$ cat config.mk
export PLATFORM = sky130hd
export DESIGN_NAME = control_unit
export DESIGN_NICKNAME = d
export VERILOG_FILES = /design/src/rtl/control_unit.sv
export SDC_FILE = /design/constraint.sdc
export NUM_CORES = 1
export LEC_CHECK = 0
export CORE_MARGIN = 1
export CORE_UTILIZATION = 39
export DETAILED_ROUTE_END_ITERATION = 7
export GPL_TIMING_DRIVEN = 0
export MAX_ROUTING_LAYER = met4
export PLACE_DENSITY = 0.76
export SLEW_MARGIN = 20
export SYNTH_ARGS = -nofsm -noshare
export SYNTH_HDL_FRONTEND = slang
export SYNTH_SLANG_ARGS = --single-unit
$ cat constraint.sdc
create_clock -name clk -period 1.6 [get_ports clk]
set_clock_uncertainty 0.1 [all_clocks]
set_input_delay 0.48 -clock clk [delete_from_list [all_inputs] [get_ports clk]]
set_output_delay 0.48 -clock clk [all_outputs]
set_load 0.05 [all_outputs]
$ cat src/rtl/control_unit.sv
// rtl/control_unit.sv - multi-cycle instruction sequencer for a 16-bit load/store/ALU datapath
// Moore FSM with PC and IR; every output decodes from state_q and ir_q only.
module control_unit (
    input  logic        clk,
    input  logic        reset,
    input  logic [15:0] InstrData,
    output logic [6:0]  PC_Addr,
    output logic [7:0]  D_Addr,
    output logic        D_Wr,
    output logic        RF_s,
    output logic [3:0]  RF_W_addr,
    output logic        RF_W_en,
    output logic [3:0]  RF_Ra_addr,
    output logic [3:0]  RF_Rb_addr,
    output logic [2:0]  ALU_s0,
    output logic        Halted,
    output logic [3:0]  State
);

    typedef enum logic [3:0] {
        S_INIT   = 4'd0,
        S_FETCH  = 4'd1,
        S_DECODE = 4'd2,
        S_NOOP   = 4'd3,
        S_LOAD_A = 4'd4,
        S_LOAD_B = 4'd5,
        S_STORE  = 4'd6,
        S_ADD    = 4'd7,
        S_SUB    = 4'd8,
        S_HALT   = 4'd9
    } state_t;

    localparam logic [3:0] OP_NOOP  = 4'b0000;
    localparam logic [3:0] OP_STORE = 4'b0001;
    localparam logic [3:0] OP_LOAD  = 4'b0010;
    localparam logic [3:0] OP_ADD   = 4'b0011;
    localparam logic [3:0] OP_SUB   = 4'b0100;
    localparam logic [3:0] OP_HALT  = 4'b0101;

    localparam logic [2:0] ALU_PASS = 3'b000;
    localparam logic [2:0] ALU_ADD  = 3'b001;
    localparam logic [2:0] ALU_SUB  = 3'b010;

    state_t      state_q, state_d;
    logic [6:0]  pc_q, pc_d;
    logic [15:0] ir_q, ir_d;

    always_ff @(posedge clk or posedge reset) begin
        if (reset) begin
            state_q <= S_INIT;
            pc_q    <= 7'd0;
            ir_q    <= 16'd0;
        end else begin
            state_q <= state_d;
            pc_q    <= pc_d;
            ir_q    <= ir_d;
        end
    end

    always_comb begin
        state_d = state_q;
        pc_d    = pc_q;
        ir_d    = ir_q;
        case (state_q)
            S_INIT:   state_d = S_FETCH;
            S_FETCH: begin
                ir_d    = InstrData;
                pc_d    = pc_q + 7'd1;
                state_d = S_DECODE;
            end
            S_DECODE: begin
                case (ir_q[15:12])
                    OP_NOOP:  state_d = S_NOOP;
                    OP_STORE: state_d = S_STORE;
                    OP_LOAD:  state_d = S_LOAD_A;
                    OP_ADD:   state_d = S_ADD;
                    OP_SUB:   state_d = S_SUB;
                    OP_HALT:  state_d = S_HALT;
                    default:  state_d = S_NOOP;
                endcase
            end
            S_LOAD_A: state_d = S_LOAD_B;
            S_LOAD_B, S_STORE, S_ADD, S_SUB, S_NOOP: state_d = S_FETCH;
            S_HALT:   state_d = S_HALT;
            default:  state_d = S_INIT;
        endcase
    end

    // Register-file address fields sit at the ADD/SUB positions unless a state overrides them.
    always_comb begin
        D_Addr     = ir_q[11:4];
        D_Wr       = 1'b0;
        RF_s       = 1'b0;
        RF_W_addr  = ir_q[3:0];
        RF_W_en    = 1'b0;
        RF_Ra_addr = ir_q[11:8];
        RF_Rb_addr = ir_q[7:4];
        ALU_s0     = ALU_PASS;
        case (state_q)
            S_STORE: begin
                D_Wr       = 1'b1;
                RF_Ra_addr = ir_q[3:0];
            end
            S_LOAD_B: begin
                RF_s    = 1'b1;
                RF_W_en = 1'b1;
            end
            S_ADD: begin
                RF_W_en = 1'b1;
                ALU_s0  = ALU_ADD;
            end
            S_SUB: begin
                RF_W_en = 1'b1;
                ALU_s0  = ALU_SUB;
            end
            default: ;
        endcase
    end

    assign PC_Addr = pc_q;
    assign Halted  = (state_q == S_HALT);
    assign State   = state_q;

endmodule

==> Yosys cells after proc, flatten, opt, wreduce, memory -nomap -nowiden <==
Cells that the tools add are included.
{ "word_totals": {"ff_bits": 27, "elab_cells": 28, "output_inout_bits": 38, "inputBits": 18} }
{ "classes": {"muxes": 7, "eq_ne": 14, "reduce_logical": 3, "add_sub_neg": 1} }
{ "op_table": {"columns": ["cell", "count"], "rows": [
  ["$pmux W4 S5", 2],
  ["$eq A4 B3 Y1 const B", 6],
  ["$eq A4 B2 Y1 const B", 4],
  ["$eq A4 B1 Y1 const B", 2],
  ["$eq A4 B4 Y1 const B", 2],
  ["$add A7 B1 Y7 const B", 1],
  ["$reduce_or A6 Y1", 1],
  ["$logic_not A4 Y1", 1],
  ["$mux W4", 1],
  ["$pmux W2 S2", 1],
  ["$mux W1", 3],
  ["$reduce_or A3 Y1", 1]
]} }

==> Depth between registers and ports, before layout <==
{ "logic_depth": {"ltp_word": 3, "mapped_depth": 5, "ltp_nobuf": 3} }

==> Least setup slack after synthesis <==
Ideal clock, no wire load.
{ "synth_timing": {"kind": "reg-to-output", "start": "reg state_q[2], in the netlist State[2]", "end": "out RF_W_en", "stages_incl_launch_ff": 5, "t_required_ns": 1.020, "slack_ns": -1.590, "arrival_time_ns": 2.610, "path_buffers": 1, "cell_sequence": "dfrtp_1 > buf_2 > nand2b_1 > nor3_1 > o21bai_1"} }
{ "synth_between": {"elab_chain_len": 3, "elab_cells_between_ends": 5, "cone_classes": "eq/ne: 3; mux: 1; reduce/logical: 1"} }
{ "synth_rtl": {"columns": ["item", "line", "source"], "rows": [
  ["start, declared", "44", "state_t state_q, state_d;"],
  ["start signal, assigned", "54", "state_q <= state_d;"],
  ["$eq A4 B3 Y1 / $eq A4 B4 Y1 (equally long branches)", "99", "case (state_q)"],
  ["$reduce_or A3 Y1 (no line) (*)", null, null],
  ["$mux W1 (*)", "99", null],
  ["end, declared", "12", "output logic RF_W_en,"]
]} }
Every way passes the cells marked *; elsewhere a longest branch is shown, timed or not.

==> Worst setup path after layout <==
{ "layout_timing": {"start": "reg state_q[0], in the netlist State[0]", "end": "out RF_Ra_addr[2]"} }
{ "layout_between": {"elab_chain_len": 2} }
{ "layout_rtl": {"columns": ["item", "line", "source"], "rows": [
  ["$eq A4 B3 Y1", "99", null],
  ["$mux W4", "99", null],
  ["end, declared", "13", "output logic [3:0] RF_Ra_addr,"]
]} }
No other way between the ends.

==> run metrics <==
status=complete, but fails checks; failing checks=negative setup slack; Slowest cell on crit path=dfrtp_2; Worst EP required=between 1 and 1.5 ns; Die Y=between 60 and 70 um; vias per inst=roughly 4.7; share of cells above drive strength 1=68.8%; Setup-failing EPs final=53; Starting Density=41.6%; DRC viols=0; hpwl dp=about 2.2 mm; CTS tree=built; yosys warns=0; fmax=between 400 and 500 MHz; max-cap violation count=0; Startpoint Class=flip-flop; H-tree depth=1; gr usage total=about 22%; worst skew pair latency=~0.33 ns; Tmin final=2.39 ns; Hold Buf Count CTS=0; Post-Syn Nets=approximately 140; post-synthesis adder-cell area fraction=less than 1%; xor-xnor portion of the synthesized cell area=~4.3%; Mapped Avg Cell Area=11.8 um^2; cell family with most CP delay=flip-flops; simple-gate share of the synthesized area=between 10 and 15%; RSZ-0062 raised after global routing=true; max_slew headroom=a little under two thirds; filler cell count=between 150 and 200; final hold vios=0; Die ar.=approximately 3900 um^2; number of synthesized flops with an enable pin=0; r2r setup slk=-0.28 ns; Mapped Area=1410 um^2; Reg2Reg Depth=7; routability-driven placement congestion ratio=0.699; initial antenna violation count=0; CP Max Fanout=3; CP endpoint kind=primary output; placed cell count=220; core outline area=between 3000 and 4000 um^2; area leader, netlist=dfrtp_1; ant diodes=0; Seq/Total Area, Yosys=about 48%; # rows=21; PortBufs=54; largest family of logic cells by synthesized area=multiplexers; Reg2Reg Capture Point=ir_q[9]$_DFFE_PP0P_; Synth Instances=120; iteration count of the initial detailed-routing pass=4; Post-synth top flop=dfrtp_1; top cell type's share of synthesized area=~48%; number of synthesized register bits=27; kind of critical path=flip-flop to primary output; Net count, final=between 200 and 250; I/O Pins=56; via count of the routed design=between 1,000 and 1,500; WP buf/inv=3; dpl ws=-0.951 ns; largest cells by area after synthesis=dfrtp_1 48%, mux2_2 17%, buf_4 9.6%; Synth cell types=28; DRT iter0 DRCs=28; Min-Delay Path Class=primary input to async pin; cell mode on critical path=buf_8; FFs w/ async S/R, synth=100%; period utilization=149%; setup ws final=-0.785 ns; Routed WL=~4.3 mm; clock sink total=27; die width=62.1 um; vias in the first global route=between 1,000 and 1,500; crit path DAT=around 1.8 ns; Slew Limit Fails=0; CP Cell Sequence=buf_8 > nand2b_4 > nor2_4 > buf_12 > mux2_4 > buf_8; CP peak stage delay=roughly 0.44 ns; Critical R2R Launch=State[3]$_DFF_PP0_; P&R area growth vs syn=99.6%; cell with the most instances after synthesis=dfrtp_1; Post-synth top cells=27 x dfrtp_1, 21 x mux2_2, 18 x buf_4; post-synthesis mux area share=16.8%; Routed WL per cell=approximately 16 um; largest net degree at the start of global routing=28; CTS buffer count=3; post-synthesis compound-gate area fraction=about 3.6%; Finished Layout Cells=roughly 260; worst slew pin tran=approximately 0.55 ns; Congestion Overflow GR=0; first-pass GRT wire length=~6.5 mm; DRT antenna net count=0; CTS Buffer Depth=2; clock slew at reported path FFs=about 0.14 ns; CTS root buf=clkbuf_4
==> layout make-up <==
class	count	area [um^2]	area share, %
Tap cell	46	57.6	2.04
Timing Repair Buffer	96	1060	37.6
Sequential cell	27	686	24.4
Buffer	21	240	8.53
Clock buffer	4	26.3	0.933
Inverter	2	7.51	0.267
Multi-Input combinational cell	68	738	26.2
==> per-stage QoR <==
| step | hold slack, ns | util [%] | setup TNS (ns) | cell area (um^2) |
|---|---|---|---|---|
| 6_report | 0.414 | 83.1 | -12.48 | 2820 |
| 5_1_grt | 0.432 | 83.1 | -15.83 | 2820 |
| 4_1_cts | 0.393 | 74.3 | -12.13 | 2520 |
| 3_5_place_dp | 0.370 | 64.1 | -25.48 | 2170 |
| 3_3_place_gp | 0.379 | 64.1 | -24.71 | 2170 |
| 2_1_floorplan | 0.405 | - | -10.82 | 1580 |
==> cell families after synthesis <==
| logic type | after synthesis |
|---|---|
| buffers and inverters | 25 |
| muxes | 21 |
| AOI/OAI and AO/OA | 8 |
| DFF | 27 |
| adders and majority gates | 1 |
| other | 1 |
| and+or+nand+nor | 30 |
| xor gates and xnor gates | 7 |
==> per-layer routing <==
metal  vias up  global-route usage [%]  routed length [um]
li1        589                       -                   -
met1       590                    25.6                1730
met2        53                    40.1                2300
met3        11                    2.76                 165
met4         0                    4.07                 104
met5         -                       -                   0
==> timing repair <==
action	4_1_cts	5_1_grt
pin swaps	8	11
resized for setup	270	59
setup buffers	23	19
endpoints found under the hold margin	0	0
cloned	2	0
setup endpoints to repair	61	61
==> placed cells by master, fill, tap and decap left out, types with 2 or more instances in the layout <==
cell type	n
nor3_1	2
buf_8	22
dfrtp_1	19
xnor2_1	4
buf_4	30
clkdlybuf4s50_1	17
nand2b_1	2
nand2b_4	4
nor2_1	2
nand4_1	3
xor2_1	2
clkbuf_4	3
nor2_4	4
a211oi_1	2
o21ai_0	3
nand2_1	2
dfrtp_2	8
and3_1	2
buf_12	2
buf_6	45
mux2_4	21
==> flip-flops by register name, indices dropped and copies added (netlist names) <==
register	flops
ir_q	16
PC_Addr	7
State	4
==> how the worst max path moves through the flow <==
| stage | from | to | slack [ns] | cells past startpoint |
|---|---|---|---|---|
| 3_3_place_gp | State[3]$_DFF_PP0_ | RF_Ra_addr[0] | -0.92 | 5 |
| 4_1_cts | State[0]$_DFF_PP0_ | RF_Ra_addr[2] | -0.79 | 6 |
| 2_1_floorplan | State[2]$_DFF_PP0_ | RF_W_en | -0.62 | 4 |
| 3_5_place_dp | State[3]$_DFF_PP0_ | RF_Ra_addr[2] | -0.95 | 5 |
| 6_report | State[0]$_DFF_PP0_ | RF_Ra_addr[2] | -0.79 | 6 |
| 5_1_grt | State[0]$_DFF_PP0_ | RF_Ra_addr[2] | -0.86 | 6 |
Power is left out: the tool's default activity adds up to more than one toggle a clock period on the data nets, which glitch-free logic cannot reach.
